**src/rtl/qam16_frame_ctrl_if.sv**
```systemverilog
// Byte-in / dibit-out bundle for the QAM16 frame sequencer.
// master = byte source and frame requester, slave = the sequencer itself.
interface qam16_frame_ctrl_if #(
  parameter int FCNT_W = 16
);
  logic              start;
  logic [7:0]        s_data;
  logic              s_valid;
  logic              s_ready;
  logic [1:0]        dibit;
  logic              dibit_valid;
  logic              busy;
  logic              frame_done;
  logic [FCNT_W-1:0] frame_cnt;
  logic              underflow;

  modport master (
    output start, s_data, s_valid,
    input  s_ready, dibit, dibit_valid, busy, frame_done, frame_cnt, underflow
  );

  modport slave (
    input  start, s_data, s_valid,
    output s_ready, dibit, dibit_valid, busy, frame_done, frame_cnt, underflow
  );
endinterface

```
**src/rtl/qam16_frame_ctrl.sv**
```systemverilog
// Frame sequencer: preamble then MSB-first payload dibits, one slot per DIV clocks; QAM16_CTRL_PAD_EN pads missing bytes with 8'h00.
// First dibit DIV cycles after start is taken; s_ready only in LOAD or a final slot, stalls in LOAD unless padding is enabled.
module qam16_frame_ctrl #(
  parameter int FRAME_BYTES = 64,
  parameter int PRE_DIBITS  = 8,
  parameter int DIV         = 4,
  parameter int FCNT_W      = 16
) (
  input logic              clk,
  input logic              rst,
  qam16_frame_ctrl_if.slave bus
);

  localparam int TW = (DIV > 1) ? $clog2(DIV) : 1;
  localparam int PW = $clog2(PRE_DIBITS);
  localparam int BW = $clog2(FRAME_BYTES + 1);
  localparam logic [TW-1:0] TICK_LAST = TW'(DIV - 1);
  localparam logic [PW-1:0] PRE_LAST  = PW'(PRE_DIBITS - 1);
  localparam logic [BW-1:0] BYTES_ALL = BW'(FRAME_BYTES);

  typedef enum logic [2:0] {IDLE, PREAMBLE, LOAD, SHIFT, DONE} state_t;

  state_t            state, nxt_state;
  logic [TW-1:0]     tick, nxt_tick;
  logic [PW-1:0]     pcnt, nxt_pcnt;
  logic [1:0]        sidx, nxt_sidx;
  logic [BW-1:0]     bcnt, nxt_bcnt;
  logic [7:0]        sh, nxt_sh;
  logic [1:0]        dibit_r;
  logic              dibit_valid_r;
  logic              frame_done_r;
  logic [FCNT_W-1:0] frame_cnt_r;
  logic              slot, last_pre, last_sub, more, s_ready_c, take;
  logic              nxt_slot;
  logic [1:0]        nxt_dibit;
`ifdef QAM16_CTRL_PAD_EN
  logic              underflow_r, nxt_uf;
`endif

  assign slot      = (tick == TICK_LAST);
  assign last_pre  = (state == PREAMBLE) && slot && (pcnt == PRE_LAST);
  assign last_sub  = (state == SHIFT) && slot && (sidx == 2'd3);
  assign more      = (bcnt != BYTES_ALL);
  assign s_ready_c = last_pre || (last_sub && more) || (state == LOAD);

  always_comb begin
    nxt_state = state;
    nxt_tick  = tick;
    nxt_pcnt  = pcnt;
    nxt_sidx  = sidx;
    nxt_bcnt  = bcnt;
    nxt_sh    = sh;
    take      = 1'b0;
`ifdef QAM16_CTRL_PAD_EN
    nxt_uf    = 1'b0;
`endif
    case (state)
      IDLE: begin
        if (bus.start) begin
          nxt_state = PREAMBLE;
          nxt_tick  = '0;
          nxt_pcnt  = '0;
          nxt_sidx  = '0;
          nxt_bcnt  = '0;
        end
      end
      PREAMBLE: begin
        if (!slot) begin
          nxt_tick = tick + TW'(1);
        end else if (!last_pre) begin
          nxt_tick = '0;
          nxt_pcnt = pcnt + PW'(1);
        end
      end
      SHIFT: begin
        if (!slot) begin
          nxt_tick = tick + TW'(1);
        end else if (sidx != 2'd3) begin
          nxt_tick = '0;
          nxt_sidx = sidx + 2'd1;
        end else if (!more) begin
          nxt_state = DONE;
        end
      end
      DONE:    nxt_state = IDLE;
      default: ;
    endcase

    // Byte hand-off point: a starved request either pads or parks in LOAD.
    if (s_ready_c) begin
`ifdef QAM16_CTRL_PAD_EN
      take   = 1'b1;
      nxt_uf = !bus.s_valid;
`else
      take = bus.s_valid;
      if (!bus.s_valid) nxt_state = LOAD;
`endif
    end
    if (take) begin
      nxt_state = SHIFT;
      nxt_tick  = '0;
      nxt_sidx  = '0;
      nxt_bcnt  = bcnt + BW'(1);
      nxt_sh    = bus.s_valid ? bus.s_data : 8'h00;
    end

    // Outputs are registered, so the slot decision looks one cycle ahead.
    nxt_slot = ((nxt_state == PREAMBLE) || (nxt_state == SHIFT)) && (nxt_tick == TICK_LAST);
    if (nxt_state == PREAMBLE) begin
      nxt_dibit = nxt_pcnt[0] ? 2'b01 : 2'b10;
    end else begin
      case (nxt_sidx)
        2'd0:    nxt_dibit = nxt_sh[7:6];
        2'd1:    nxt_dibit = nxt_sh[5:4];
        2'd2:    nxt_dibit = nxt_sh[3:2];
        default: nxt_dibit = nxt_sh[1:0];
      endcase
    end
  end

  always_ff @(posedge clk or posedge rst) begin
    if (rst) begin
      state         <= IDLE;
      tick          <= '0;
      pcnt          <= '0;
      sidx          <= '0;
      bcnt          <= '0;
      sh            <= '0;
      dibit_r       <= '0;
      dibit_valid_r <= 1'b0;
      frame_done_r  <= 1'b0;
      frame_cnt_r   <= '0;
`ifdef QAM16_CTRL_PAD_EN
      underflow_r   <= 1'b0;
`endif
    end else begin
      state         <= nxt_state;
      tick          <= nxt_tick;
      pcnt          <= nxt_pcnt;
      sidx          <= nxt_sidx;
      bcnt          <= nxt_bcnt;
      sh            <= nxt_sh;
      dibit_valid_r <= nxt_slot;
      if (nxt_slot) dibit_r <= nxt_dibit;
      frame_done_r  <= (nxt_state == DONE);
      if (nxt_state == DONE) frame_cnt_r <= frame_cnt_r + FCNT_W'(1);
`ifdef QAM16_CTRL_PAD_EN
      underflow_r   <= nxt_uf;
`endif
    end
  end

  assign bus.s_ready     = s_ready_c;
  assign bus.dibit       = dibit_r;
  assign bus.dibit_valid = dibit_valid_r;
  assign bus.busy        = (state != IDLE);
  assign bus.frame_done  = frame_done_r;
  assign bus.frame_cnt   = frame_cnt_r;
`ifdef QAM16_CTRL_PAD_EN
  assign bus.underflow   = underflow_r;
`else
  assign bus.underflow   = 1'b0;
`endif

endmodule

```
**src/flat_wrapper.sv**
```systemverilog
// flat-port wrapper written by rule: the top's interface ports become plain ports
module qam16_frame_ctrl_flat 
#(
  parameter int FRAME_BYTES = 64,
  parameter int PRE_DIBITS  = 8,
  parameter int DIV         = 4,
  parameter int FCNT_W      = 16
)
  (clk, rst, bus_start, bus_s_data, bus_s_valid, bus_s_ready, bus_dibit, bus_dibit_valid, bus_busy, bus_frame_done, bus_frame_cnt, bus_underflow);
  qam16_frame_ctrl_if #(.FCNT_W(FCNT_W)) bus_i ();
  input logic clk;
  input logic rst;
  input wire logic [$bits(bus_i.start)-1:0] bus_start;
  input wire logic [$bits(bus_i.s_data)-1:0] bus_s_data;
  input wire logic [$bits(bus_i.s_valid)-1:0] bus_s_valid;
  output wire logic [$bits(bus_i.s_ready)-1:0] bus_s_ready;
  output wire logic [$bits(bus_i.dibit)-1:0] bus_dibit;
  output wire logic [$bits(bus_i.dibit_valid)-1:0] bus_dibit_valid;
  output wire logic [$bits(bus_i.busy)-1:0] bus_busy;
  output wire logic [$bits(bus_i.frame_done)-1:0] bus_frame_done;
  output wire logic [$bits(bus_i.frame_cnt)-1:0] bus_frame_cnt;
  output wire logic [$bits(bus_i.underflow)-1:0] bus_underflow;
  assign bus_i.start = bus_start;
  assign bus_i.s_data = bus_s_data;
  assign bus_i.s_valid = bus_s_valid;
  assign bus_s_ready = bus_i.s_ready;
  assign bus_dibit = bus_i.dibit;
  assign bus_dibit_valid = bus_i.dibit_valid;
  assign bus_busy = bus_i.busy;
  assign bus_frame_done = bus_i.frame_done;
  assign bus_frame_cnt = bus_i.frame_cnt;
  assign bus_underflow = bus_i.underflow;
  qam16_frame_ctrl #(.FRAME_BYTES(FRAME_BYTES), .PRE_DIBITS(PRE_DIBITS), .DIV(DIV), .FCNT_W(FCNT_W)) u_core (.clk(clk), .rst(rst), .bus(bus_i));
endmodule
```
**config.mk**
```make
export PLATFORM = sky130hd
export DESIGN_NAME = qam16_frame_ctrl_flat
export DESIGN_NICKNAME = d
export VERILOG_FILES = /design/src/rtl/qam16_frame_ctrl_if.sv /design/src/rtl/qam16_frame_ctrl.sv /design/src/flat_wrapper.sv
export SDC_FILE = /design/constraint.sdc
export NUM_CORES = 1
export LEC_CHECK = 0
export CORE_MARGIN = 10
export CORE_UTILIZATION = 35
export CTS_BUF_LIST = sky130_fd_sc_hd__clkbuf_8
export DETAILED_ROUTE_END_ITERATION = 8
export DONT_BUFFER_PORTS = 1
export GPL_TIMING_DRIVEN = 0
export PLACE_DENSITY_LB_ADDON = 0.08
export SYNTH_ARGS = -nofsm -noshare
export SYNTH_HDL_FRONTEND = slang
export SYNTH_SLANG_ARGS = --single-unit
```
**constraint.sdc**
```tcl
create_clock -name clk -period 2.52 [get_ports clk]
set_input_delay 0.504 -clock clk [delete_from_list [all_inputs] [get_ports clk]]
set_output_delay 0.504 -clock clk [all_outputs]
set_load 0.02 [all_outputs]
```
==> Word-level counts from Yosys, hierarchy flattened <==
Index checks and enable logic that the tools add are counted.
{ "word_totals": {"inputBits": 12, "regBits": 45, "output_inout_bits": 23} }
{ "classes": {"n_eq_ne": 18, "reduce_logical": 17, "n_mux": 33, "add_sub_neg": 5} }
{ "op_table": {"columns": ["op", "n"], "rows": [
  ["3-bit 2-to-1 mux", 10],
  ["2-bit 2-to-1 mux", 12],
  ["7-bit 2-to-1 mux", 3],
  ["16-bit by 1-bit adder with 16-bit output (second input constant)", 1],
  ["8-bit 2-to-1 mux", 2],
  ["2-bit case mux with 3 select lines", 2],
  ["3-bit by 2-bit equality test with 1-bit output (second input constant)", 3],
  ["3-bit equality test (second input constant)", 3],
  ["3-bit case mux with 3 select lines", 1],
  ["2-bit equality test (second input constant)", 4],
  ["7-bit by 1-bit adder with 7-bit output (second input constant)", 1],
  ["7-bit != test (second input constant)", 1],
  ["3-bit by 1-bit equality test with 1-bit output (second input constant)", 2],
  ["1-bit logical AND", 6],
  ["2-bit != test (second input constant)", 3],
  ["3-bit case mux with 2 select lines", 1],
  ["2-bit nonzero test", 3],
  ["2-bit by 1-bit adder with 2-bit output (second input constant)", 2],
  ["2-bit case mux with 2 select lines", 1],
  ["4-bit AND reduction", 1],
  ["3-bit by 1-bit adder with 3-bit output (second input constant)", 1],
  ["3-bit zero test", 1],
  ["1-bit logical OR", 3],
  ["3-bit nonzero test", 1],
  ["5 further kinds", 5]
]} }

==> Longest topological paths before layout <==
{ "logic_depth": {"depth_word": 11, "mapped_depth": 10, "ltp_nobuf": 8} }

==> Worst setup path before layout <==
Ideal clock, no wire load.
{ "synth_path": {"kind": "register to register", "startpoint": "register u_core.pcnt[0]", "endpoint": "register u_core.frame_cnt_r[1], in the netlist u_core.bus.frame_cnt[1]", "slack_ps": 330, "stages_incl_launch_ff": 10, "required_ps": 2392, "setup_ps": 128, "arrival_ps": 2062, "cell_sequence": "dfrtp_1 ha_1 ha_1 nand4b_1 o21ai_0 o21a_1 buf_2 or2_1 nor2_2 mux2_1"} }
{ "synth_via": {"elab_chain_cells": 7, "word_cells_on_any_way": 8} }
{ "synth_rtl": {"columns": ["item", "line_no", "text"], "rows": [
  ["from (decl)", "qam16_frame_ctrl.sv:25", "logic [PW-1:0] pcnt, nxt_pcnt;"],
  ["from (signal assigned)", "qam16_frame_ctrl.sv:139", "pcnt <= nxt_pcnt;"],
  ["3-bit equality test *", "qam16_frame_ctrl.sv:41", "assign last_pre = (state == PREAMBLE) && slot && (pcnt == PRE_LAST);"],
  ["1-bit logical AND *", "qam16_frame_ctrl.sv:41", null],
  ["1-bit logical OR * (2 in series)", "qam16_frame_ctrl.sv:44", "assign s_ready_c = last_pre || (last_sub && more) || (state == LOAD);"],
  ["3-bit 2-to-1 mux / 1-bit 2-to-1 mux (equally long branches)", "qam16_frame_ctrl.sv:90", "if (s_ready_c) begin"],
  ["3-bit 2-to-1 mux *", "qam16_frame_ctrl.sv:99", "if (take) begin"],
  ["named net u_core.nxt_state[0]", "qam16_frame_ctrl.sv:23", "state_t state, nxt_state;"],
  ["3-bit equality test *", "qam16_frame_ctrl.sv:146", "if (nxt_state == DONE) frame_cnt_r <= frame_cnt_r + FCNT_W'(1);"],
  ["to (signal assigned)", "qam16_frame_ctrl.sv:146", null],
  ["to (decl)", "qam16_frame_ctrl.sv:32", "logic [FCNT_W-1:0] frame_cnt_r;"]
]} }
Mark *: on every way through the listed nets, which the timed path passes. The rest lies on a longest branch.
A chain may end at the register's enable or synchronous reset.

==> Worst setup path after layout <==
Same ends and word-level chain as after synthesis.

==> run_results.csv <==
group,metric,value,unit
status,status,"finished clean",
placement,hpwl,4090,µm
sta,fin_ws,128,ps
global_route,grt_overflow,0,
yosys,syn_inst,244,
drt,wl_per_cell,16.5,µm
cells_and_area,diodes,0,
yosys,yosysTopAreaCell,"dfrtp_1",
placement,gp_congestion,0.773,
min_path,hold_class,"primary input to async pin",
sta,rsz0062_at_grt,"false",
setup_path,critPathMaxFanout,9,
yosys,syn_area_per_cell,9.77,µm²
yosys,yosys_warnings,0,
die,die_height,103,µm
yosys,ys_seq_area_share,47.2,%
setup_path,crit_required,2710,ps
yosys,synth_common_cells,"dfrtp_1 (45), nand2_1 (38), nor2_1 (16), o21ai_0 (16), xnor2_1 (13)",
drt,drt-total-wl,5510,µm
placement,place_ws,-49.5,ps
cts,hold_buffers,0,
yosys,ys.flop_type,"dfrtp_1",
power,p_leak,0.00119,µW
setup_path,cp_slowest_stage_delay,400,ps
cells_and_area,multi_input_area,1190,µm²
power,finalPower,2330,µW
sta,hold_viol,0,
setup_path,crit_chain,"ha_1, ha_1, nand4b_1, o21ai_1, o21a_1, buf_2, or2_1, nor2_4, mux2_1",
die,fp-row-count,30,
flow_run,maxCapViolCount,0,
yosys,yosys_register_bits,45,
drt,drtAntennaViolNets,0,
drt,post_drt_via_cell_ratio,5.29,
global_route,grt_pass1_wl,9360,µm
sta,slew_headroom,58.1,%
cts,cts_root_buf,"clkbuf_8",
setup_path,criticalPathCategory,"flip-flop to flip-flop",
yosys,synthTopCellsByArea,"dfrtp_1 (47%), nand2_1 (6.0%), xnor2_1 (4.8%)",
die,dieWidth,103,µm
sta,timing.final.crit_share,94.9,%
cells_and_area,seq_area,1130,µm²
cts,h-tree-depth,2,
setup_path,cp_common_cell,"ha_1",
cells_and_area,fin_nets,270,
cts,clk_pin_slew,90,ps
global_route,antenna_found_initial,0,
cts,cts_tree,"built",
sta,skew,6.14,ps
die,io_pins,35,
drt,drtIter0Drc,69,
sta,fmax,418,MHz
setup_path,critPathLaunchType,"flip-flop",
drt,num_vias,1763,
drt,first_pass_iters,4,
sta,layout_min_cycle_time,2390,ps
cts,cts_buffers,5,
cells_and_area,drive_gt1_share,13.0,%
yosys,ys_async_sr_fraction,100,%
cells_and_area,area_growth_syn_to_layout,10.0,%
yosys,netlist.area_leader.share,47.2,%
cts,clk_latency,300,ps
yosys,syn_area,2380,µm²
sta,setup-violations-final,0,
die,die-area,10500,µm²
sta,maxSlewViolCount,0,
cts,cts_sinks,45,
setup_path,cp-end-kind,"flip-flop",
setup_path,slowest_stage,"dfrtp_1",
cells_and_area,fillCellCount,685,
sta,tightest_slew,624,ps
setup_path,worst_ep_arrival_time,2580,ps
yosys,synth_fp_nets,262,
power,p_per_area,888,nW/µm²
cells_and_area,fin_util,39.0,%
drt,drc,0,
die,coreArea,6720,µm²
placement,port_buffers,0,
die,floorplan.initialDensity,35.5,%
global_route,grt_usage,11.3,%
sta,final.setup.tns,0,ps
yosys,synth_edf_count,0,
power,ir_drop,0.321,mV
yosys,yosysMostFrequentCell,"dfrtp_1",
cts,cts.path.max_buffers,2,
global_route,grt_max_degree,27,
yosys,yosysUniqueCellTypes,53,
global_route,grt_pass1_vias,1779,
## report_power, final
group / internal (µW) / switching (µW)
clock network: 192 / 265
registers: 873 / 134
logic: 336 / 530
## worst paths after layout
kind,start,end,slack (ps),cells after the start
min in group clk,bus_s_data[2],u_core.sh[2]$_DFF_PP0_,300,2
max in group asynchronous,rst,u_core.bcnt[3]$_DFFE_PP0P_,1940,2
hold reg to reg,u_core.sh[4]$_DFF_PP0_,u_core.sh[4]$_DFF_PP0_,480,2
hold / removal,rst,u_core.bus.frame_cnt[7]$_DFFE_PP0P_,80,1
setup reg to reg,u_core.pcnt[0]$_DFF_PP0_,u_core.bus.frame_cnt[1]$_DFFE_PP0P_,130,9
setup / recovery,u_core.pcnt[0]$_DFF_PP0_,u_core.bus.frame_cnt[1]$_DFFE_PP0P_,130,9
## sequential cells by signal, summed over array words and instances (netlist names), 2 cells and up
register and cells:
u_core.bus.dibit 2, u_core.bus.frame_cnt 16, u_core.sh 8, u_core.pcnt 3, u_core.state 3, u_core.tick 2, u_core.bcnt 7, u_core.sidx 2
## layout make-up
class	count	share of cell area [%]
buffer	11	2.43
clock inverter	3	0.716
sequential	45	42.9
multi-input combinational	181	45.4
clock buffer	5	2.62
tap	80	3.82
inverter	5	0.716
timing repair buffer	3	1.34
## timing repair
| action | 4_1_cts | 5_1_grt |
|---|---|---|
| setup endpoints to repair | 9 | 26 |
| pin swaps | 2 | 1 |
| endpoints found under the hold margin | 0 | 0 |
| buffers inserted | 1 | 1 |
| gates resized for setup | 1 | 9 |
| cloned | 0 | 0 |
## stage by stage
stage	hold slack [ps]	instance area, µm²	cells
finish	79.4	2620	333
global route	96.1	2620	333
CTS	99.0	2600	334
detailed placement	432	2500	325
global placement	461	2480	324
floorplan	438	2380	244
## kinds of logic (layout without fill, tap and decap cells)
kind of cell	count (synthesis)	after routing	synth area share (%)
DFF	45	45	47.2
and+or+nand+nor	105	105	24.7
xor gates and xnor gates	15	15	5.51
adders and majority gates	6	6	3.15
buffers and inverters	18	27	3.67
other	1	1	0.157
muxes	5	5	2.26
AOI/OAI and AO/OA	49	49	13.3
## metal layers
layer	part of all wire [%]	vias up	track usage, %
met5	0	-	0
met2	45	25	17.3
met3	5.1	8	3.89
li1	-	877	-
met1	48	853	14.6
met4	1.9	0	3.69
## layout by cell type, fill, tap and decap left out, types with 2 or more instances in the layout
| master | count |
|---|---|
| nand3b_1 | 2 |
| a21oi_1 | 5 |
| inv_1 | 5 |
| o21ai_0 | 15 |
| nor2_1 | 15 |
| nor2b_1 | 2 |
| nor3_2 | 2 |
| xor2_1 | 2 |
| o21bai_1 | 3 |
| dfrtp_1 | 45 |
| nand3_1 | 7 |
| nand2_1 | 38 |
| clkbuf_8 | 5 |
| o21ai_1 | 4 |
| clkinvlp_4 | 2 |
| nand4_1 | 8 |
| and4_1 | 3 |
| xnor2_1 | 13 |
| mux2_1 | 2 |
| buf_2 | 5 |
| ha_1 | 6 |
| a21o_1 | 2 |
| nand2b_1 | 4 |
| clkbuf_1 | 2 |
| and2b_1 | 3 |
| buf_4 | 3 |
| or4b_1 | 2 |
| a21oi_2 | 2 |
| a31oi_1 | 5 |
| and3_1 | 5 |
| o211ai_1 | 5 |
| mux2i_1 | 2 |
## critical path, delay by kind of cell, from the launching register on
family	cells	cell delay, ps
flip-flops	1	400
AND/OR/NAND/NOR	3	550
adder cells (fa/ha/maj)	2	450
AO/OA/AOI/OAI	2	330
buffers and inverters	1	200
multiplexers	1	330
Note: power is estimated with default switching activity, not from simulation.
